**config.mk**
```make
export PLATFORM = sky130hd
export DESIGN_NAME = tsd_emu_flat
export DESIGN_NICKNAME = d
export VERILOG_FILES = /design/src/rtl/tsd_emu_pkg.sv /design/src/rtl/tsd_emu_if.sv /design/src/rtl/tsd_emu_ramp.sv /design/src/rtl/tsd_emu.sv /design/src/flat_wrapper.sv
export SDC_FILE = /design/constraint.sdc
export NUM_CORES = 1
export LEC_CHECK = 0
export CELL_PAD_IN_SITES_DETAIL_PLACEMENT = 0
export CELL_PAD_IN_SITES_GLOBAL_PLACEMENT = 2
export CORE_UTILIZATION = 32
export CTS_CLUSTER_SIZE = 24
export DETAILED_ROUTE_END_ITERATION = 16
export GPL_TIMING_DRIVEN = 0
export PLACE_DENSITY_LB_ADDON = 0.1
export RECOVER_POWER = 100
export SLEW_MARGIN = 20
export SYNTH_ARGS = -nofsm -noshare
export SYNTH_HDL_FRONTEND = slang
export SYNTH_SLANG_ARGS = --single-unit
```
**constraint.sdc**
```tcl
create_clock -name clk -period 2.2 [get_ports clk]
set_input_delay 0.55 -clock clk [delete_from_list [all_inputs] [get_ports clk]]
set_output_delay 0.55 -clock clk [all_outputs]
set_load 0.02 [all_outputs]
```
**src/rtl/tsd_emu_pkg.sv**
```systemverilog
// Shared types, register map and encoding helper for the TSD conversion emulator.
package tsd_emu_pkg;

    localparam logic [1:0] TSD_EMU_IDLE    = 2'd0;
    localparam logic [1:0] TSD_EMU_CONVERT = 2'd1;
    localparam logic [1:0] TSD_EMU_DONE    = 2'd2;

    typedef enum logic [1:0] {
        ST_IDLE    = TSD_EMU_IDLE,
        ST_CONVERT = TSD_EMU_CONVERT,
        ST_DONE    = TSD_EMU_DONE
    } tsd_emu_state_e;

    localparam logic [1:0] TSD_EMU_REG_TARGET  = 2'd0;
    localparam logic [1:0] TSD_EMU_REG_STEP    = 2'd1;
    localparam logic [1:0] TSD_EMU_REG_CURRENT = 2'd2;
    localparam logic [1:0] TSD_EMU_REG_COUNT   = 2'd3;

    // Two's complement degC to offset binary (+128) is an MSB flip.
    function automatic logic [7:0] tsd_encode(input logic [7:0] temp);
        return {~temp[7], temp[6:0]};
    endfunction

endpackage

```
**src/rtl/tsd_emu_if.sv**
```systemverilog
// Avalon-MM control slave bundle for the TSD emulator.
interface tsd_emu_if;
    logic [1:0]  ctrl_mm_address;
    logic        ctrl_mm_write;
    logic [15:0] ctrl_mm_writedata;
    logic        ctrl_mm_read;
    logic [15:0] ctrl_mm_readdata;

    modport master (
        output ctrl_mm_address, ctrl_mm_write, ctrl_mm_writedata, ctrl_mm_read,
        input  ctrl_mm_readdata
    );

    modport slave (
        input  ctrl_mm_address, ctrl_mm_write, ctrl_mm_writedata, ctrl_mm_read,
        output ctrl_mm_readdata
    );
endinterface

```
**src/rtl/tsd_emu_ramp.sv**
```systemverilog
// Combinational ramp step: moves current toward target by at most step (0 = jump).
module tsd_emu_ramp (
    input  logic [7:0] current,
    input  logic [7:0] target,
    input  logic [7:0] step,
    output logic [7:0] next_current
);

    logic [8:0] diff;
    logic [8:0] mag;
    logic [8:0] moved;

    always_comb begin
        diff  = {target[7], target} - {current[7], current};
        mag   = diff[8] ? (9'd0 - diff) : diff;
        moved = diff[8] ? ({current[7], current} - {1'b0, step})
                        : ({current[7], current} + {1'b0, step});
        if (step == 8'd0 || mag <= {1'b0, step}) begin
            next_current = target;
        end else begin
            // |diff| > step keeps the result strictly between current and target.
            next_current = moved[7:0];
        end
    end

endmodule

```
**src/rtl/tsd_emu.sv**
```systemverilog
// Hard-TSD conversion emulator with Avalon-MM temperature control.
// Optional ramp feature enabled by defining TSD_EMU_RAMP_EN.
module tsd_emu
    import tsd_emu_pkg::*;
#(
    parameter int ConvCycles = 1024,
    parameter int InitTemp   = 25
) (
    input  logic       clk,
    input  logic       reset_n,
    input  logic       clr,
    output logic [7:0] tsdcalo,
    output logic       tsdcaldone,
    tsd_emu_if.slave   ctrl_mm
);

    localparam int         CW        = $clog2(ConvCycles);
    localparam logic [CW-1:0] LAST   = CW'(ConvCycles - 1);
    localparam logic [7:0] INIT_TEMP = 8'(InitTemp);

    logic [1:0]    state;
    logic [CW-1:0] cnt;
    logic [7:0]    target_q;
    logic [7:0]    cur_q;
    logic [7:0]    step_q;
    logic [7:0]    next_cur;
    logic [15:0]   count_q;
    logic [15:0]   rdata;
    logic          latch;
    logic          wr_target;
    logic          wr_count;
    logic          unused_wdata_hi;

    assign unused_wdata_hi = ^ctrl_mm.ctrl_mm_writedata[15:8];

    assign latch     = (state == TSD_EMU_CONVERT) && !clr && (cnt == LAST);
    assign wr_target = ctrl_mm.ctrl_mm_write && (ctrl_mm.ctrl_mm_address == TSD_EMU_REG_TARGET);
    assign wr_count  = ctrl_mm.ctrl_mm_write && (ctrl_mm.ctrl_mm_address == TSD_EMU_REG_COUNT);

`ifdef TSD_EMU_RAMP_EN
    logic wr_step;
    assign wr_step = ctrl_mm.ctrl_mm_write && (ctrl_mm.ctrl_mm_address == TSD_EMU_REG_STEP);

    always_ff @(posedge clk) begin
        if (!reset_n) begin
            step_q <= '0;
        end else if (wr_step) begin
            step_q <= ctrl_mm.ctrl_mm_writedata[7:0];
        end
    end

    tsd_emu_ramp u_ramp (
        .current      (cur_q),
        .target       (target_q),
        .step         (step_q),
        .next_current (next_cur)
    );
`else
    assign step_q   = '0;
    assign next_cur = target_q;
`endif

    // Conversion FSM and result outputs.
    always_ff @(posedge clk) begin
        if (!reset_n) begin
            state      <= TSD_EMU_IDLE;
            cnt        <= '0;
            tsdcaldone <= 1'b0;
            tsdcalo    <= tsd_encode(INIT_TEMP);
            cur_q      <= INIT_TEMP;
        end else begin
            case (state)
                TSD_EMU_IDLE: begin
                    cnt        <= '0;
                    tsdcaldone <= 1'b0;
                    if (!clr) begin
                        state <= TSD_EMU_CONVERT;
                    end
                end
                TSD_EMU_CONVERT: begin
                    if (clr) begin
                        state <= TSD_EMU_IDLE;
                        cnt   <= '0;
                    end else if (latch) begin
                        state      <= TSD_EMU_DONE;
                        cnt        <= '0;
                        tsdcaldone <= 1'b1;
                        cur_q      <= next_cur;
                        tsdcalo    <= tsd_encode(next_cur);
                    end else begin
                        cnt <= cnt + 1'b1;
                    end
                end
                TSD_EMU_DONE: begin
                    if (clr) begin
                        state      <= TSD_EMU_IDLE;
                        tsdcaldone <= 1'b0;
                    end
                end
                default: begin
                    state      <= TSD_EMU_IDLE;
                    cnt        <= '0;
                    tsdcaldone <= 1'b0;
                end
            endcase
        end
    end

    always_comb begin
        rdata = '0;
        case (ctrl_mm.ctrl_mm_address)
            TSD_EMU_REG_TARGET:  rdata = {8'h00, target_q};
            TSD_EMU_REG_STEP:    rdata = {8'h00, step_q};
            TSD_EMU_REG_CURRENT: rdata = {8'h00, cur_q};
            TSD_EMU_REG_COUNT:   rdata = count_q;
            default:             rdata = '0;
        endcase
    end

    // Register file; the latch samples target before any same-cycle write lands.
    always_ff @(posedge clk) begin
        if (!reset_n) begin
            target_q                 <= INIT_TEMP;
            count_q                  <= '0;
            ctrl_mm.ctrl_mm_readdata <= '0;
        end else begin
            if (wr_target) begin
                target_q <= ctrl_mm.ctrl_mm_writedata[7:0];
            end
            if (wr_count) begin
                count_q <= '0;
            end else if (latch) begin
                count_q <= count_q + 16'd1;
            end
            if (ctrl_mm.ctrl_mm_read) begin
                ctrl_mm.ctrl_mm_readdata <= rdata;
            end
        end
    end

endmodule

```
**src/flat_wrapper.sv**
```systemverilog
// flat-port wrapper written by rule: the top's interface ports become plain ports
module tsd_emu_flat import tsd_emu_pkg::*;
#(
    parameter int ConvCycles = 1024,
    parameter int InitTemp   = 25
)
  (clk, reset_n, clr, tsdcalo, tsdcaldone, ctrl_mm_ctrl_mm_address, ctrl_mm_ctrl_mm_write, ctrl_mm_ctrl_mm_writedata, ctrl_mm_ctrl_mm_read, ctrl_mm_ctrl_mm_readdata);
  tsd_emu_if ctrl_mm_i ();
  input  logic clk;
  input  logic reset_n;
  input  logic clr;
  output logic [7:0] tsdcalo;
  output logic tsdcaldone;
  input wire logic [$bits(ctrl_mm_i.ctrl_mm_address)-1:0] ctrl_mm_ctrl_mm_address;
  input wire logic [$bits(ctrl_mm_i.ctrl_mm_write)-1:0] ctrl_mm_ctrl_mm_write;
  input wire logic [$bits(ctrl_mm_i.ctrl_mm_writedata)-1:0] ctrl_mm_ctrl_mm_writedata;
  input wire logic [$bits(ctrl_mm_i.ctrl_mm_read)-1:0] ctrl_mm_ctrl_mm_read;
  output wire logic [$bits(ctrl_mm_i.ctrl_mm_readdata)-1:0] ctrl_mm_ctrl_mm_readdata;
  assign ctrl_mm_i.ctrl_mm_address = ctrl_mm_ctrl_mm_address;
  assign ctrl_mm_i.ctrl_mm_write = ctrl_mm_ctrl_mm_write;
  assign ctrl_mm_i.ctrl_mm_writedata = ctrl_mm_ctrl_mm_writedata;
  assign ctrl_mm_i.ctrl_mm_read = ctrl_mm_ctrl_mm_read;
  assign ctrl_mm_ctrl_mm_readdata = ctrl_mm_i.ctrl_mm_readdata;
  tsd_emu #(.ConvCycles(ConvCycles), .InitTemp(InitTemp)) u_core (.clk(clk), .reset_n(reset_n), .clr(clr), .tsdcalo(tsdcalo), .tsdcaldone(tsdcaldone), .ctrl_mm(ctrl_mm_i));
endmodule
```
; ---- Word-level counts from Yosys, hierarchy flattened
; Index checks and enable logic that the tools add are counted.
[classes]
add_sub_neg = 2
mul = 0
div = 0
n_lt_le_gt_ge = 0
eq_ne = 11
shift = 0
mux = 13
n_bitwise = 3
n_reduce_logical = 11
[ops]
columns = cell, count
row1 = case mux 16 bit (4 select lines), 1
row2 = two-way mux 10 bit, 2
row3 = case mux 10 bit (2 select lines), 1
row4 = "adder 16 x 1 -> 16 bit, second input constant", 1
row5 = "adder 10 x 1 -> 10 bit, second input constant", 1
row6 = "equality test 10 bit, second input constant", 1
row7 = AND reduction 3 bit, 3
row8 = two-way mux 2 bit, 4
row9 = "equality test 2 bit, second input constant", 3
row10 = "!= test 2 bit, second input constant", 3
row11 = case mux 2 bit (3 select lines), 1
row12 = "equality test 2 x 1 -> 1 bit, second input constant", 2
row13 = logical AND 1 bit, 4
row14 = logical NOT 2 bit, 2
row15 = two-way mux 1 bit, 3
row16 = "!= test 3 x 2 -> 1 bit, second input constant", 1
row17 = NOT 1 bit, 3
row18 = "!= test 2 x 1 -> 1 bit, second input constant", 1
row19 = case mux 1 bit (2 select lines), 1
row20 = OR reduction 2 bit, 1
row21 = logical NOT 1 bit, 1
[totals]
register_bits = 69
latchBits = 0
mem_bits_rw = 0
rom_bits = 0
in_bits = 23
output_inout_bits = 25
word_cells = 48
n_memories = 0

; ---- Logic depth before layout (Yosys ltp)
; Gate-level depths: netlist of run 1.
[depth]
ltp_word = 6
mapped_depth = 6
ltp_nobuf = 5

; ---- Worst setup path after synthesis of run 1
; Ideal clock, no wire load.
[synth_path]
path_kind = input-to-reg
from = in clr
to = reg u_core.count_q[9]
arrival_ns = 1.637
t_required_ns = 2.130
setup_slack_ns = 0.492
cell_stages = 5
n_path_buf = 1
cell_sequence = nor3b_4 nand3_4 buf_6 or4_1 a21oi_1
[synth_between]
elab_chain_cells = 3
[synth_lines]
columns = item, line
row1 = "start, declared", flat_wrapper.sv:11  ; input logic clr;
row2 = logical NOT 1 bit, tsd_emu.sv:36  ; assign latch = (state == TSD_EMU_CONVERT) && !clr && (cnt == LAST);
row3 = logical AND 1 bit (2 in a row), tsd_emu.sv:36
row4 = "end signal, assigned", tsd_emu.sv:133  ; count_q <= count_q + 16'd1;
row5 = "end, declared", tsd_emu.sv:27  ; logic [15:0] count_q;
; No other way between the ends.
; A chain may end at the register's enable or synchronous reset.

; ---- Worst setup path in the final report of run 1
; Same ends and word-level chain as after synthesis.

==> results by stage, run 1 <==
Global routing:
- For this run, the total global-route usage over all layers was measured as 17.3%.
- Global routing used 24.0% of the available met1 tracks.
- The global routing stage identified its most utilized layer as met2.
- The first global-routing pass estimated 11700 microns of wire.
- The via count of the first global-routing pass is 2288.
- The met2 layer usage reported by global route is 25.9%.
- The maximum number of pins on one net before global-route repair is 11.
- The global routing met3 resource utilization is 4.47%.
- The total overflow left after global routing is 0.
- The initial antenna violation count is 0.

Timing:
- The number of failing hold endpoints at the final stage is 0.
- The clock skew after layout is 0.0148 ns.
- The final number of setup-violating endpoints is 0.
- The post-route fraction of the period consumed by the critical path is 94.6%.
- The measured slew at the worst slew-check pin is 0.656 ns.
- The count of final max-slew check failures was 0.
- Setup repair after global routing left no endpoint under its margin.
- The worst path needs 2.08 ns of the cycle, external delays included.
- The tightest slew margin relative to the limit is 56.0%.
- The worst path setup slack after routing is 0.118 ns.
- Based on the critical path, the design can be clocked at up to 480 MHz.

Finish:
- The final-stage net count is 388.
- The antenna diode count is 0.
- The layout filler cell count is 892.
- The area growth from synthesis to layout is 24.7%.
- The area of combinational cells with multiple inputs is 1410 sq um.
- The fraction of layout instances using a drive strength above 1 is 12.5%.
- Across the whole layout, storage elements account for 1240 sq um.

Critical path:
- Walking the worst path, the cells encountered are clkdlybuf4s50_1, nor3b_4, nand3_4, buf_6, or4_1, a21oi_1.
- STA classifies the critical path startpoint as a primary input.
- In this run the critical register-to-register path is launched from u_core.cnt[0]$_SDFFE_PN0P_.
- The worst endpoint required time is 2.47 ns.
- The slowest stage of the critical path belongs to the cell clkdlybuf4s50_1.
- Measured in cells, the most critical reg-to-reg path has a length of 6.
- In this run the worst path has a maximum fanout of 19.
- The largest single stage delay on the critical path is 0.49 ns.
- The worst-case register-to-register setup slack is 0.17 ns.
- The worst register-to-register path ends at u_core.count_q[9]$_SDFFE_PP0P_.
- The critical path in this run is classified as in2reg.
- STA puts the critical path data arrival time at 2.35 ns.
- The type of element capturing the critical path is a flop.

Power:
- The total power density per cell area is 625 nW/um^2.
- Summed over all nets, the switching power comes to 0.527 mW.
- The combinational fraction of design power is 6.5%.
- The switching power share of the total is 24.1%.
- The proportion of power drawn by the clock network is 40.9%.
- The cell internal power dissipation is 1.66 mW.
- The worst-case IR drop observed on VDD is 0.225 mV.
- Overall power consumption after layout is estimated at 2.19 mW.
- Summed over all cells, the static leakage comes to 1.29 nW.
- Of the total power, registers draw 52.6%.

Clock network:
- The clock transition at the register clock pins on the worst setup and hold paths after CTS is 0.07 ns.
- The clock latency at the later pin of the worst-skew pair is 0.34 ns.
- Buffers inserted during clock tree synthesis total 9.
- The buffer depth of the longest clock path is 2.
- The H-tree was split into 3 levels.
- The cell sitting at the root of the clock tree is a clkbuf_8.
- TritonCTS built the clock tree.
- The number of clock sinks seen by CTS is 62.
- Once the clock tree was built, the setup fixing pass inserted 0 buffers.
- The number of hold buffers added after CTS is 0.

Worst hold path:
- The end point of the most critical hold path is u_core.ctrl_mm.ctrl_mm_readdata[9]$_SDFFE_PN0P_.
- Counting instances, the worst hold path has a depth of 2.
- The worst hold-check path type is reg2reg.
- The startpoint identified for the worst hold timing path is u_core.ctrl_mm.ctrl_mm_readdata[9]$_SDFFE_PN0P_.

Routing:
- Detailed routing inserted a total of 2437 vias.
- Dividing the detail-routed wire length by the instance count gives 15.1 microns.
- For this run, design rule violations remaining after detail routing come to 0.
- The number of detailed-route iterations in the first pass is 4.
- The number of violations reported at the end of detailed-routing iteration 0 is 82.
- The mean number of vias per cell is 5.16.
- The count of nets left with antenna violations after detail routing is 0.
- The final wirelength is 7140 microns.

Placed design:
- The placer congestion estimate is 0.691.
- OpenSTA, run right after detailed placement, puts the worst setup slack at -0.411 ns.
- Port buffering added 39 buffers.
- The HPWL after detailed placement is 5200 microns.

Logic synthesis:
- The number of cells produced by synthesis is 314.
- The area fraction of the dominant cell type after synthesis is 44.2%.
- During synthesis, Yosys emitted a total of 0 warnings.
- Sorting the synthesized cells by how often they occur yields dfxtp_1 (62), nand2_1 (31), nor2_1 (28).
- In this run, synthesis produced a sequential element count of 62.
- The synthesized design contains 0 enable-type register cells.
- The post-synthesis average cell area is 8.94 sq um.
- The area of the mapped netlist is 2810 sq um.
- The synthesized netlist contains 44 unique library cells.
- The biggest area contributor in the post-synthesis netlist is dfxtp_1.
- The sequential element share of the synthesized area is 44.2%.
- The post-synthesis net count is 339.
- Sorting the synthesized cells by area gives the leading types as dfxtp_1 (44%), a21oi_1 (4.6%), nand2_1 (4.1%).
- After synthesis, the share of flip-flops with an asynchronous set or reset is 0%.
- Among all cell types in the netlist, the one instantiated most often is dfxtp_1.
- The most used flip-flop cell after synthesis is dfxtp_1.

Floorplan:
- The I/O pin count is 48.
- The initial utilization of the core area, before any placement, comes to 33.7%.
- The number of core rows is 33.
- The placeable core area is 8340 sq um.
- In this run the vertical extent of the chip is 95.7 microns.
- The die is 95.7 microns wide.
- The full die area is 9150 sq um.

Job:
- Max-cap violations in this run came to 0.

Status:
- The run finished with clean final reports.
==> what timing repair did <==
item	in CTS	in global routing
endpoints found under the setup margin	8	5
hold endpoints to repair	0	0
cloned	0	0
resized for setup	1	2
==> critical path, delay by kind of cell <==
family / cells / cell delay [ns]
buffers and inverters: 2 / 0.70
and+or+nand+nor: 3 / 0.94
AOI/OAI and AO/OA: 1 / 0.15
==> power groups by stage <==
stage / Clock [mW] / Sequential [mW] / Combinational (mW)
after floorplan: 0 / 1.18 / 0.0673
after global placement: 0 / 1.18 / 0.146
after detailed placement: 0 / 1.18 / 0.146
after CTS: 0.933 / 1.15 / 0.147
after global routing: 0.979 / 1.15 / 0.159
final: 0.894 / 1.15 / 0.143
==> sequential cells by signal, summed over array words and instances, names as in the netlist <==
signal	count
u_core.cnt	10
u_core.count_q	16
u_core.ctrl_mm.ctrl_mm_readdata	16
u_core.cur_q	8
u_core.next_cur	8
u_core.state	2
u_core.tsdcaldone	1
u_core.tsdcalo	1
==> through the flow <==
stage	std cells	cell area, sq um	utilization, %	hold WS [ns]	TNS (ns)
after global routing	472	3500	42.0	0.482	0
after global placement	458	3330	39.9	0.457	-9.81
after floorplan	314	2810	-	0.449	0
after CTS	473	3510	42.0	0.473	0
final	472	3500	42.0	0.467	0
after detailed placement	458	3330	39.9	0.461	-10.24
==> kinds of logic (layout without fill, tap and decap cells) <==
group	count (synthesis)	after routing	share of synthesized area (%)
flip-flops	62	62	44.2
buffers and inverters	30	83	5.44
AO/OA/AOI/OAI	66	66	15.6
multiplexers	18	18	6.77
AND/OR/NAND/NOR	128	128	24.6
XOR/XNOR	8	8	2.50
adder cells (fa/ha/maj)	2	2	0.891
==> layout by cell type, fill, tap and decap left out, types with 2 or more instances in the layout <==
| cell | n |
|---|---|
| ha_1 | 2 |
| a211oi_1 | 8 |
| clkinv_2 | 3 |
| o21a_1 | 3 |
| o31ai_1 | 11 |
| dlygate4sd3_1 | 25 |
| nor4_1 | 2 |
| o31a_1 | 3 |
| clkbuf_1 | 9 |
| nand2_1 | 31 |
| o221a_2 | 2 |
| nand4_1 | 8 |
| a22oi_1 | 8 |
| mux2_2 | 8 |
| nand2b_1 | 10 |
| clkbuf_2 | 5 |
| mux2i_1 | 10 |
| nor2b_1 | 2 |
| clkbuf_8 | 11 |
| nand3_1 | 18 |
| xnor2_1 | 5 |
| xor2_1 | 3 |
| a21oi_1 | 26 |
| and2_1 | 2 |
| nor3_1 | 3 |
| or4_1 | 12 |
| dfxtp_1 | 62 |
| inv_1 | 4 |
| and3_1 | 2 |
| buf_4 | 7 |
| nor2_1 | 27 |
| and4_1 | 3 |
| clkdlybuf4s50_1 | 14 |
==> per-layer routing <==
| layer | share of wire (%) | up-vias |
|---|---|---|
| met4 | 1.4 | 0 |
| met2 | 44 | 35 |
| met5 | 0 | - |
| li1 | - | 1232 |
| met3 | 3.6 | 10 |
| met1 | 51 | 1160 |
==> layout make-up <==
type                       count  area share (%)
buffer                        24            3.75
clock buffer                  11            4.32
clock inverter                 4           0.643
inverter                       5           0.536
multi-input combinational    222            40.4
sequential                    62            35.5
tap                          105            3.75
timing repair buffer          39            11.2
==> how the worst max path moves through the flow <==
| stage | slack, ns | endpoint | depth (start not counted) | from |
|---|---|---|---|---|
| 2_1_floorplan | 0.49 | u_core.count_q[9]$_SDFFE_PP0P_ | 5 | clr |
| 3_3_place_gp | -0.40 | u_core.next_cur[3]$_SDFFE_PN1P_ | 6 | ctrl_mm_ctrl_mm_address[0] |
| 3_5_place_dp | -0.41 | u_core.next_cur[3]$_SDFFE_PN1P_ | 6 | ctrl_mm_ctrl_mm_address[0] |
| 4_1_cts | 0.09 | u_core.count_q[15]$_SDFFE_PP0P_ | 7 | clr |
| 5_1_grt | 0.008 | u_core.count_q[7]$_SDFFE_PP0P_ | 6 | u_core.cnt[0]$_SDFFE_PN0P_ |
| 6_report | 0.12 | u_core.count_q[9]$_SDFFE_PP0P_ | 6 | clr |
Power figures use the tool's default switching activity.
==> run 2, diff against run 1 <==
- CORE_UTILIZATION: 32 -> 38
- CTS_CLUSTER_SIZE: 24 -> 25
- DONT_BUFFER_PORTS: not set -> 1
==> run 2 against run 1 <==
Final area down 9.5%. Sequential cell count unchanged. Fmax up 6.4%. Die area shrank 15%. Critical endpoint is now u_core.count_q[6]$_SDFFE_PP0P_.
==> results by stage, run 2 (same netlist as run 1, synthesis figures left out) <==
Status:
- The flow ran to the end, and the final reports show no timing, DRC or antenna violations.

Timing:
- The final number of setup-violating endpoints was 0 (unchanged).
- The clock skew after layout is 0.00757 ns (-0.00722 ns).
- The number of failing hold endpoints at the final stage is 0 (unchanged).
- The tightest slew margin relative to the limit is 53.6% (-2.4 points).
- The total negative slack came to 0 ns (unchanged).
- The post-route fraction of the period consumed by the critical path is 88.9% (-5.7 points).
- The timing-limited maximum frequency came to 511 MHz (+6.4%).
- The measured slew at the worst slew-check pin was 0.694 ns (+0.0380 ns).
- The count of final max-slew check failures is 0 (unchanged).
- The minimum period implied by the final worst setup slack is 1.96 ns (-0.125 ns).
- Setup repair after global routing left no endpoint under its margin.
- The worst path setup slack after routing is 0.244 ns (+0.125 ns).

Critical path:
- The worst endpoint required time is 2.47 ns (about the same).
- The critical path goes through ha_1, and4_4, nand3_1, clkbuf_1, or4_1, a21oi_1.
- The cell with the largest stage delay on the worst path is or4_1.
- STA classifies the critical path startpoint as a flop.
- The largest fanout on the critical path came to 10 (-9).
- The type of element capturing the critical path is a flop.
- The longest individual stage delay on the worst path is 0.44 ns (-0.05 ns).
- The worst endpoint data arrival time is 2.22 ns (-0.13 ns).
- The category of the critical setup timing path is reg2reg.
- Grouping stages by cell kind, the critical path spends the most delay in simple AND/OR/NAND/NOR gates.
- The buffering stage count on the worst path with inverters included is 1 (-1).

Clock network:
- The clock latency at the later pin of the worst-skew pair was 0.34 ns (about the same).
- The TritonCTS buffer count came to 9 (unchanged).
- The CTS tree is yes.
- The number of hold buffers added after CTS is 0 (unchanged).
- The buffer depth of the longest clock path is 2 (unchanged).
- The cell sitting at the root of the clock tree is a clkbuf_8.
- The clock transition at the register clock pins on the worst setup and hold paths after CTS is 0.07 ns (about the same).
- The count of H-tree levels built during CTS came to 3 (unchanged).
- The number of resized instances in the post-cts repair step is 0 (-1).
- The post-CTS setup repair buffer count came to 0 (unchanged).
- The number of clock sinks seen by CTS is 62 (unchanged).

Power:
- The overall power of the completed layout is 2.61 mW (+19%).
- The total power density per cell area is 824 nW/um^2 (+32%).
- The peak supply drop is 0.491 mV (+120%).
- The total leakage power is 1.11 nW (-14%).

Global routing:
- The initial antenna violation count was 0 (unchanged).
- The maximum number of pins on one net before global-route repair is 12 (+1).
- The first-pass GRT wire length is 11000 microns (-5.5%).
- The aggregate global routing overflow is 0 (unchanged).
- The overall global routing resource usage was 19.1% (+1.8 points).
- The via count of the first global-routing pass is 2156 (-5.8%).

Placed design:
- The HPWL after detailed placement is 4830 microns (-7.1%).
- The worst slack at placement is 0.0716 ns (+0.483 ns).
- The placer congestion estimate was 0.753 (+9.0%).
- The post-detailed-placement cell area came to 2930 sq um (-12%).
- The count of buffers inserted at the top-level ports is 0 (-100%).

Floorplan:
- The die span in x is 88.0 microns (-8.1%).
- The full die area is 7740 sq um (-15%).
- The placeable core area is 6980 sq um (-16%).
- The starting density of the core is 40.2% (+6.6 points).
- The vertical die dimension was 88.0 microns (-8.1%).
- The number of core rows is 30 (-9.1%).
- The I/O pin count came to 48 (unchanged).

Routing:
- The mean routed wirelength per cell came to 15.9 microns (+4.8%).
- The number of detailed-route iterations in the first pass is 4 (unchanged).
- The count of nets left with antenna violations after detail routing was 0 (unchanged).
- The mean number of vias per cell came to 5.44 (+5.3%).
- The number of vias after detailed routing came to 2316 (-5.0%).
- The number of violations reported at the end of detailed-routing iteration 0 is 123 (+50%).
- The final wirelength is 6760 microns (-5.4%).
- The remaining routing DRC violations was 0 (unchanged).

Finish:
- The area growth from synthesis to layout is 12.8%.
- In the final layout, the registers with the most flip-flops are u_core.count_q: 16 flops, u_core.ctrl_mm.ctrl_mm_readdata: 16 flops, u_core.cnt: 10 flops.
- The post-route cell area is 3170 sq um (-9.5%).
- The final-stage net count is 350 (-9.8%).
- The fraction of layout instances using a drive strength above 1 is 11.2% (-1.3 points).
- The antenna diode count was 0 (unchanged).
- The most common library cell in the layout ignoring fill and taps is dfxtp_1.
- In the layout the commonest cells are dfxtp_1 (62), nand2_1 (31), nor2_1 (28).
- The post-layout utilization of the core is 45.4% (+3.4 points).

Job:
- The reported max-cap violation count was 0 (unchanged).

Worst hold path:
- In this run the worst hold path is classified as in2reg.
## run 2: changes by cell type in the layout (fill, tap and decap cells not counted)
cell and delta:
dlygate4sd3_1 -25, buf_4 -7, clkbuf_8 -1, clkdlybuf4s50_1 -14
nor2_1 +1, nor2_2 -1, bufinv_16 +4, clkinv_2 -2
buf_2 +1, clkbuf_1 +10, clkbuf_2 -3
## run 2: layer usage
layer | part of all wire (%) | global-route usage, %
met4 | 1.5 | 7.15
met5 | 0 | 0
met3 | 4.3 | 5.28
met2 | 43 | 29.1
met1 | 51 | 25.7
## run 2: path summary, 6_finish.rpt
path,start,end,slack [ns],cells past startpoint
worst max-delay path,u_core.cnt[0]$_SDFFE_PN0P_,u_core.count_q[6]$_SDFFE_PP0P_,0.24,6
worst min-delay path,clr,u_core.state[0]$_SDFFE_PN0P_,0.31,1
worst max register to register,u_core.cnt[0]$_SDFFE_PN0P_,u_core.count_q[6]$_SDFFE_PP0P_,0.24,6
worst min register to register,u_core.cnt[1]$_SDFFE_PN0P_,u_core.cnt[1]$_SDFFE_PN0P_,0.47,2
## run 2: worst register-to-register path, stage by stage (launching register included)
cell      delay, ns
dfxtp_1        0.37
ha_1           0.26
and4_4         0.28
nand3_1        0.14
clkbuf_1       0.25
or4_1          0.44
a21oi_1        0.15
## run 2: cell type report
cell class / instances / area (sq um)
buffer: 25 / 106
clock buffer: 10 / 138
clock inverter: 6 / 133
fill: 748 / 3810
inverter: 5 / 18.8
multi-input combinational: 222 / 1410
sequential: 62 / 1240
tap: 96 / 120
## run 2: per-stage QoR
stage / hold slack [ns] / instances
final: 0.307 / 426
after global routing: 0.295 / 426
after CTS: 0.286 / 426
after detailed placement: 0.466 / 410
after global placement: 0.462 / 410
after floorplan: 0.449 / 314
## run 2: power by group
| group | switching [mW] | internal, mW |
|---|---|---|
| Combinational | 0.0570 | 0.0309 |
| Sequential | 0.0240 | 1.14 |
| Clock | 0.463 | 0.896 |
==> run 3, diff against run 2 <==
- CAP_MARGIN: not set -> 0
- CORE_MARGIN: not set -> 2
- GPL_TIMING_DRIVEN: 0 -> not set
==> run 3 against run 2 <==
Worst hold slack lost 0.039 ns. Critical path type unchanged. Fmax grew 0.24%. Largest power group is now sequential cells. Critical path depth shrank 2. Die area grew 4.6%. Global-route usage shrank 2.4 points.
==> results by stage, run 3 (same netlist as run 1, synthesis figures left out) <==
Status:
- The run finished with clean final reports.

Critical path:
- The family with the most delay on the worst path is simple AND/OR/NAND/NOR gates.
- The largest fanout on the critical path is 28 (+18).
- The cell with the largest stage delay on the worst path is or4_1.
- The startpoint class of the critical path is a flop.
- The worst endpoint data arrival time is 2.23 ns (about the same).
- The buffering stage count on the worst path with inverters included was 0 (-1).
- The critical path in this run is classified as reg2reg.
- The signal on the critical path passes through and4_4, nand3_2, or4_1, a21oi_1.
- The worst endpoint required time came to 2.48 ns (about the same).
- STA classifies the critical path endpoint as a flop.
- The longest individual stage delay on the worst path is 0.65 ns (+0.21 ns).

Timing:
- The count of final max-slew check failures is 0 (unchanged).
- The final number of setup-violating endpoints is 0 (unchanged).
- The measured slew at the worst slew-check pin is 0.626 ns (-0.0682 ns).
- The total negative slack came to 0 ns (unchanged).
- The tightest slew margin relative to the limit is 58.3% (+4.7 points).
- The minimum period implied by the final worst setup slack is 1.95 ns (-0.00465 ns).
- The post-route fraction of the period consumed by the critical path is 88.7% (-0.21 points).
- The number of failing hold endpoints at the final stage came to 0 (unchanged).
- The clock skew after layout is 0.0124 ns (+0.00478 ns).
- The timing-limited maximum frequency is 512 MHz (+0.24%).
- The worst path setup slack after routing is 0.248 ns (+0.00465 ns).
- Setup repair after global routing left no endpoint under its margin.

Floorplan:
- The placeable core area is 7210 sq um (+3.3%).
- The starting density of the core was 38.9% (-1.3 points).
- The number of core rows is 31 (+3.3%).
- The full die area is 8090 sq um (+4.6%).
- The I/O pin count was 48 (unchanged).
- The vertical die dimension is 90.0 microns (+2.3%).
- The die span in x is 90.0 microns (+2.3%).

Global routing:
- The via count of the first global-routing pass is 2058 (-4.5%).
- The overall global routing resource usage is 16.7% (-2.4 points).
- The maximum number of pins on one net before global-route repair is 33 (+21).
- The aggregate global routing overflow is 0 (unchanged).
- The initial antenna violation count was 0 (unchanged).
- The first-pass GRT wire length is 10600 microns (-3.6%).

Clock network:
- The TritonCTS buffer count is 9 (unchanged).
- The number of resized instances in the post-cts repair step came to 0 (unchanged).
- The clock latency at the later pin of the worst-skew pair is 0.34 ns (about the same).
- The number of hold buffers added after CTS is 0 (unchanged).
- The buffer depth of the longest clock path is 2 (unchanged).
- TritonCTS built the clock tree.
- The number of clock sinks seen by CTS is 62 (unchanged).
- The clock transition at the register clock pins on the worst setup and hold paths after CTS came to 0.08 ns (about the same).
- The post-CTS setup repair buffer count was 0 (unchanged).
- The count of H-tree levels built during CTS is 3 (unchanged).
- Clock tree synthesis selected as its root buffer the cell clkbuf_8.

Routing:
- The number of detailed-route iterations in the first pass came to 4 (unchanged).
- The final wirelength is 6480 microns (-4.1%).
- The mean number of vias per cell was 5.40 (-0.67%).
- The number of violations reported at the end of detailed-routing iteration 0 was 116 (-5.7%).
- The remaining routing DRC violations is 0 (unchanged).
- The mean routed wirelength per cell is 15.8 microns (-0.34%).
- The count of nets left with antenna violations after detail routing came to 0 (unchanged).
- The number of vias after detailed routing is 2214 (-4.4%).

Finish:
- The most common library cell in the layout ignoring fill and taps is dfxtp_1.
- The fraction of layout instances using a drive strength above 1 is 11.3% (+0.042 points).
- The antenna diode count is 0 (unchanged).
- The final-stage net count is 331 (-5.4%).
- In the final layout, the registers with the most flip-flops are u_core.count_q: 16 flops, u_core.ctrl_mm.ctrl_mm_readdata: 16 flops, u_core.cnt: 10 flops.
- In the layout the commonest cells are dfxtp_1 (62), nand2_1 (31), nor2_1 (28).
- The post-layout utilization of the core is 42.3% (-3.1 points).
- The non-filler instance count after layout is 410 (-3.8%).
- The area growth from synthesis to layout is 8.69%.

Placed design:
- The placer congestion estimate was 0.708 (-6.1%).
- The worst slack at placement is 0.280 ns (+0.209 ns).
- The count of buffers inserted at the top-level ports is 0 (unchanged).
- The HPWL after detailed placement is 4420 microns (-8.5%).
- The number of placed instances with taps included was 394 (-3.9%).

Power:
- The overall power of the completed layout came to 2.39 mW (-8.5%).
- The total power density per cell area is 783 nW/um^2 (-5.0%).
- The total leakage power was 1.05 nW (-4.8%).
- The peak supply drop is 0.356 mV (-27%).

Job:
- The reported max-cap violation count came to 0 (unchanged).

Worst hold path:
- The min-delay analysis places its worst path in the category in2reg.
==> run 3: changes by cell type in the layout (fill, tap and decap cells not counted), moves of 2 or more <==
cell       previous run  this run
clkbuf_1             19         3
buf_2                 2         0
buf_4                 0         2
bufinv_16             4         2
==> run 3: power by group <==
group          internal [mW]  leakage (nW)  switching [mW]  total [mW]
logic                 0.0301         0.441          0.0391      0.0693
registers               1.14         0.502          0.0240        1.16
clock network          0.674         0.109           0.483        1.16
==> run 3: routing by layer <==
layer | routed length [microns] | vias up | track usage (%)
met2 | 2780 | 42 | 24.0
met5 | 0 | - | 0
met1 | 3260 | 1038 | 23.2
li1 | - | 1124 | -
met4 | 122 | 0 | 6.79
met3 | 317 | 10 | 5.45
==> run 3: layout make-up <==
type,instances,area [sq um]
clock buffer,10,138
clock inverter,6,92.6
fill,769,4160
tap,99,124
inverter,5,18.8
timing repair buffer,6,31.3
multi-input combinational,222,1410
sequential,62,1240
==> run 3: per-stage QoR <==
stage               area [sq um]  hold WS (ns)
global route                3050         0.249
CTS                         3070         0.257
global placement            2840         0.461
floorplan                   2810         0.449
finish                      3050         0.268
detailed placement          2840         0.471
==> run 3: worst paths after layout <==
check                             startpoint                         endpoint  slack [ns]  cells after the start
hold / removal                       reset_n   u_core.tsdcalo[7]$_SDFFE_PN1P_        0.27                      1
hold reg to reg   u_core.cnt[1]$_SDFFE_PN0P_       u_core.cnt[1]$_SDFFE_PN0P_        0.48                      2
setup reg to reg  u_core.cnt[3]$_SDFFE_PN0P_  u_core.count_q[10]$_SDFFE_PP0P_        0.25                      4
setup / recovery  u_core.cnt[3]$_SDFFE_PN0P_  u_core.count_q[10]$_SDFFE_PP0P_        0.25                      4
==> run 3: worst reg2reg max path, stage by stage (launching register included) <==
cell and delay (ns):
dfxtp_1 0.42, and4_4 0.28, nand3_2 0.40, or4_1 0.65, a21oi_1 0.14
